**src/rtl/button_debouncer.sv**
```systemverilog
// Multi-channel push-button synchroniser and debouncer: raw switch contacts in,
// clean active-high levels out, each changing only after a stable interval.

module button_debouncer_ch #(
  parameter int DEBOUNCE_CYCLES = 500000
) (
  input  logic clk,
  input  logic rst,
  input  logic sync,
  output logic stable,
  output logic busy
);
  localparam int CNT_W = $clog2(DEBOUNCE_CYCLES + 1);
  localparam logic [CNT_W-1:0] CNT_LAST = CNT_W'(DEBOUNCE_CYCLES - 1);
  localparam logic [CNT_W-1:0] CNT_ONE  = CNT_W'(1);

  typedef enum logic [1:0] {
    STABLE_LOW  = 2'b00,
    PEND_HIGH   = 2'b01,
    STABLE_HIGH = 2'b11,
    PEND_LOW    = 2'b10
  } state_t;

  state_t           state_q, state_d;
  logic [CNT_W-1:0] cnt_q, cnt_d;
  logic             stable_d, busy_d;

  always_ff @(posedge clk or posedge rst) begin
    if (rst) begin
      state_q <= STABLE_LOW;
      cnt_q   <= '0;
      stable  <= 1'b0;
      busy    <= 1'b0;
    end else begin
      state_q <= state_d;
      cnt_q   <= cnt_d;
      stable  <= stable_d;
      busy    <= busy_d;
    end
  end

  // The first differing sample already counts as observation 1, so a change
  // commits once cnt has reached DEBOUNCE_CYCLES-1 and s1 still differs.
  always_comb begin
    state_d  = state_q;
    cnt_d    = cnt_q;
    stable_d = stable;
    case (state_q)
      STABLE_LOW: begin
        stable_d = 1'b0;
        if (sync) begin
          state_d = PEND_HIGH;
          cnt_d   = CNT_ONE;
        end
      end
      PEND_HIGH: begin
        if (!sync) begin
          state_d = STABLE_LOW;
          cnt_d   = '0;
        end else if (cnt_q == CNT_LAST) begin
          state_d  = STABLE_HIGH;
          stable_d = 1'b1;
          cnt_d    = '0;
        end else begin
          cnt_d = cnt_q + CNT_ONE;
        end
      end
      STABLE_HIGH: begin
        stable_d = 1'b1;
        if (!sync) begin
          state_d = PEND_LOW;
          cnt_d   = CNT_ONE;
        end
      end
      PEND_LOW: begin
        if (sync) begin
          state_d = STABLE_HIGH;
          cnt_d   = '0;
        end else if (cnt_q == CNT_LAST) begin
          state_d  = STABLE_LOW;
          stable_d = 1'b0;
          cnt_d    = '0;
        end else begin
          cnt_d = cnt_q + CNT_ONE;
        end
      end
      default: begin
        state_d  = STABLE_LOW;
        stable_d = 1'b0;
        cnt_d    = '0;
      end
    endcase
    busy_d = (state_d == PEND_HIGH) || (state_d == PEND_LOW);
  end
endmodule

module button_debouncer #(
  parameter int N_BTN           = 5,
  parameter int DEBOUNCE_CYCLES = 500000,
  parameter bit ACTIVE_LOW      = 1'b1
) (
  input  logic             clk,
  input  logic             rst,
  input  logic [N_BTN-1:0] btn_raw,
  output logic [N_BTN-1:0] btn_stable,
  output logic [N_BTN-1:0] btn_busy
);
  logic [N_BTN-1:0] norm, s0, s1;

  // Normalise polarity before synchronising so reset clears to "released".
  assign norm = ACTIVE_LOW ? ~btn_raw : btn_raw;

  always_ff @(posedge clk or posedge rst) begin
    if (rst) begin
      s0 <= '0;
      s1 <= '0;
    end else begin
      s0 <= norm;
      s1 <= s0;
    end
  end

  for (genvar i = 0; i < N_BTN; i++) begin : g_ch
    button_debouncer_ch #(
      .DEBOUNCE_CYCLES(DEBOUNCE_CYCLES)
    ) u_ch (
      .clk   (clk),
      .rst   (rst),
      .sync  (s1[i]),
      .stable(btn_stable[i]),
      .busy  (btn_busy[i])
    );
  end
endmodule
```
**config.mk**
```make
export PLATFORM = sky130hd
export DESIGN_NAME = button_debouncer
export DESIGN_NICKNAME = d
export VERILOG_FILES = /design/src/rtl/button_debouncer.sv
export SDC_FILE = /design/constraint.sdc
export NUM_CORES = 1
export LEC_CHECK = 0
export ABC_AREA = 1
export CAP_MARGIN = 20
export CORE_ASPECT_RATIO = 0.5
export CORE_MARGIN = 3
export CORE_UTILIZATION = 45
export CTS_BUF_LIST = sky130_fd_sc_hd__clkbuf_8
export DETAILED_ROUTE_END_ITERATION = 10
export PLACE_DENSITY = 0.67
export SLEW_MARGIN = 10
export SYNTH_ARGS = -nofsm -noshare
export SYNTH_HDL_FRONTEND = slang
export SYNTH_HIERARCHICAL = 1
export SYNTH_SLANG_ARGS = --single-unit
```
**constraint.sdc**
```tcl
create_clock -name clk -period 1.5 [get_ports clk]
set_input_delay 0.225 -clock clk [delete_from_list [all_inputs] [get_ports clk]]
set_output_delay 0.225 -clock clk [all_outputs]
set_load 0.01 [all_outputs]
```
==> impl_results.md <==
- Fraction of power consumed by the clock network: 0.241
- Hold Vio Cnt, Final: 0
- Post-Synth Adder-Cell Area: 0.0469
- Buffers added on ports: 16
- Number of warnings issued by yosys: 6
- Post-layout nets: 1481
- Die area: 0.0195 mm^2
- Iter 0 DRT Violations: 740
- Average wire per cell in the routed design: 18.6 um
- Antenna diode count: 0
- Detailed-route vias per instance: 5.68
- CTS tree: yes
- Cell area reported after detailed placement: 0.0105 mm^2
- Average size of a mapped cell: 7.42 um^2
- Antenna violations before repair: 0
- Register area share after synthesis: 0.391
- Root Buffer: sky130_fd_sc_hd__clkbuf_8
- Worst Setup Start Kind: flop
- Number of nets with antenna violations after routing: 0
- Commonest non-fill, non-tap cell in the layout: sky130_fd_sc_hd__buf_4
- Design Area, Final: 0.0138 mm^2
- Final core occ: 0.818
- Number of CTS-inserted buffers: 17
- Type of the tightest min-delay check: in2reg
- Total Power Consumption: 14.6 mW
- Top area cells in the synthesized netlist: sky130_fd_sc_hd__dfrtp_1 39%, sky130_fd_sc_hd__nand2_1 13%, sky130_fd_sc_hd__nor2_1 7.8%
- Final worst clock skew: 0.0254 ns
- Unrepaired setup endpoints after global routing: true
- Setup_tns: -15.52 ns
- Post-synthesis instance area: 0.00800 mm^2
- Via count: 9570
- PD cells: 1050 mW/mm^2
- Post-synthesis cell type count: 38
- Dominant combinational cell family by area after synthesis: simple AND/OR/NAND/NOR gates
- Cell-internal power: 9.08 mW
- Minimum clock period: 1.87 ns
- Clock net sink count: 125
- Violated checks: negative setup slack
- Cell accounting for the most synthesized area: sky130_fd_sc_hd__dfrtp_1
- Post-CTS clock slew at the launch and capture registers of the worst setup and hold paths: 0.10 ns
- Share of Yosys cell area claimed by the top area cell type: 0.391
- Leakage power figure: 6.29 nW
- Number of cells produced by synthesis: 1077
- Max Root-Sink Buffers: 2
- Routed wire length: 31300 um
- Maxcap violations: 0
- Share of post-route cells with drive strength above 1: 0.557
- Floorplan Core Area: 0.0169 mm^2
- GP Congestion: 0.916
- Effective utilization at floorplan: 0.474
- Final Worst Setup Slack: -0.372 ns
- Status: finished with violations
- Peak supply drop: 0.806 mV
- Simple-Gate Fraction of Synth Area: 0.373
- Maximum number of pins on one net before global-route repair: 24
- Critical path required time: 1.85 ns
- Tcrit/Tclk final: 1.25
- Proportion of power drawn by combinational gates: 0.482
- Drt drc: 0
- I/O pins: 17
- Share of flip-flops with an asynchronous set or reset: 1.00
- Placed insts: 1552
- Post-synthesis net count: 1114
- Net switching power: 5.48 mW
- Number of detailed-route iterations in the first pass: 8
- Arrival time reported for the critical path endpoint: 2.22 ns
- Global router's overall resource usage: 0.236
- Capturing element type of the critical path: flop
- Kind of critical path: reg2reg
- Worst Hold Slack: 0.222 ns
- Portion of netlist area occupied by mux cells: 0
- Area fraction in compound gates after synthesis: 0.0803
- Std-Cell Rows: 33
- Final HPWL from detailed placement: 15300 um
- Number of flops mapped to enable cells by yosys: 0
- Fin cells: 1684
- Clock Latency Late Sink: 0.47 ns
- Residual overflow from global routing: 0
- Global-route wire length before repair: 38300 um
- FF+latch count, synth: 125
- Synthesized-area fraction occupied by xor and xnor cells: 0.0230
- Worst slack after detailed placement: -0.175 ns
- Max H-tree Level: 4
- Commonest non-fill, non-tap cells in the layout: 263 x sky130_fd_sc_hd__buf_4, 179 x sky130_fd_sc_hd__nand2_1, 118 x sky130_fd_sc_hd__dfrtp_1
- Worst slew margin relative to its limit: 0.720
- Area grow syn2layout: 72.8%
- Switching part of the total power: 0.376
- Slew at the pin closest to its max-slew limit: 0.419 ns
- Share of total power in sequential cells: 0.277
- Crit-path max FO: 6
- Final number of setup-violating endpoints: 108
- Die outline height: 100 um
- Achievable frequency: 534 MHz
- Ys flop type: sky130_fd_sc_hd__dfrtp_1
- Slew Limit Fails: 0
- Chip Width: 195 um
- Number of global-route vias before repair: 8463
-- sequential cells by signal, summed over array words and instances (netlist names) --
name,cells
s1,5
s0,5
g_ch.u_ch/busy,5
g_ch.u_ch/state_q,10
g_ch.u_ch/stable,5
g_ch.u_ch/cnt_q,95
-- worst max-delay path: stages (launching register included) --
cell and delay [ns]:
sky130_fd_sc_hd__dfrtp_1 0.49, sky130_fd_sc_hd__inv_1 0.15, sky130_fd_sc_hd__nand2_1 0.08, sky130_fd_sc_hd__nor2_1 0.14
sky130_fd_sc_hd__nand2_1 0.10, sky130_fd_sc_hd__nor2_1 0.10, sky130_fd_sc_hd__nand4_1 0.16, sky130_fd_sc_hd__nand2_1 0.14
sky130_fd_sc_hd__inv_2 0.07, sky130_fd_sc_hd__nand2_2 0.07, sky130_fd_sc_hd__nand2_1 0.06, sky130_fd_sc_hd__nand2_1 0.10
sky130_fd_sc_hd__nand2_1 0.09
-- cell type report --
cell class | instances | area, um^2
Tap cell | 227 | 284
Clock buffer | 20 | 275
Fill cell | 815 | 3070
Clock inverter | 12 | 185
Sequential cell | 125 | 3140
Timing Repair Buffer | 354 | 3070
Multi-Input combinational cell | 784 | 6180
Inverter | 162 | 692
-- final timing paths --
| path | from | endpoint | slack [ns] | cells after the start |
|---|---|---|---|---|
| hold / removal | btn_raw[4] | s0[4] | 0.22 | 2 |
| setup reg to reg | g_ch[0].u_ch/cnt_q[6] | g_ch[0].u_ch/busy | -0.37 | 12 |
| hold reg to reg | s0[1] | s1[1] | 0.36 | 0 |
| setup / recovery | g_ch[0].u_ch/cnt_q[6] | g_ch[0].u_ch/busy | -0.37 | 12 |
| max in group asynchronous | rst | g_ch[1].u_ch/cnt_q[7] | 0.87 | 3 |
| min in group asynchronous | rst | s1[1] | 0.36 | 3 |
-- power by group through the flow --
stage	logic, mW	registers [mW]	clock network [mW]
after floorplan	2.37	4.13	0
after global placement	4.27	4.02	0
after detailed placement	4.40	4.03	0
after CTS	5.12	3.99	3.50
after global routing	7.45	4.07	3.70
final	7.02	4.03	3.51
-- Yosys cell counts (5+ instances only) --
| library cell | n |
|---|---|
| sky130_fd_sc_hd__nand3_1 | 60 |
| sky130_fd_sc_hd__nor2_4 | 5 |
| sky130_fd_sc_hd__xor2_1 | 20 |
| sky130_fd_sc_hd__ha_1 | 30 |
| sky130_fd_sc_hd__a31oi_1 | 5 |
| sky130_fd_sc_hd__inv_2 | 23 |
| sky130_fd_sc_hd__nand4_1 | 19 |
| sky130_fd_sc_hd__nor3_2 | 5 |
| sky130_fd_sc_hd__o21ai_0 | 18 |
| sky130_fd_sc_hd__nor2_1 | 167 |
| sky130_fd_sc_hd__nor3_4 | 6 |
| sky130_fd_sc_hd__a21oi_1 | 43 |
| sky130_fd_sc_hd__or2_2 | 9 |
| sky130_fd_sc_hd__nor4_1 | 8 |
| sky130_fd_sc_hd__a211oi_1 | 13 |
| sky130_fd_sc_hd__nand2_4 | 8 |
| sky130_fd_sc_hd__nor3_1 | 32 |
| sky130_fd_sc_hd__nor2_2 | 10 |
| sky130_fd_sc_hd__nand2_1 | 268 |
| sky130_fd_sc_hd__dfrtp_1 | 125 |
| sky130_fd_sc_hd__nand2_2 | 8 |
| sky130_fd_sc_hd__nand3_2 | 9 |
| sky130_fd_sc_hd__inv_1 | 139 |
| sky130_fd_sc_hd__nor3b_1 | 9 |
| sky130_fd_sc_hd__o21a_1 | 5 |
-- metal layers --
metal	share of wire	wire length (um)	track usage	vias to the layer above
met5	0	0	0	-
met4	0.055	1730	0.0673	0
met3	0.063	1980	0.0366	194
met2	0.50	15700	0.447	566
met1	0.38	11900	0.282	4633
li1	-	-	-	4177
-- what timing repair did --
item	CTS	global route
endpoints found under the hold margin	0	0
pin swaps	93	171
gates resized for setup	202	347
gates cloned	0	0
endpoints found under the setup margin	108	111
hold buffers	0	0
setup buffers	45	67
-- kinds of logic after synthesis --
group	after synthesis
AO/OA/AOI/OAI	103
AND/OR/NAND/NOR	630
buffers and inverters	168
flip-flops	125
XOR/XNOR	21
adder cells (fa/ha/maj)	30
Note: power is estimated with default switching activity, not from simulation.
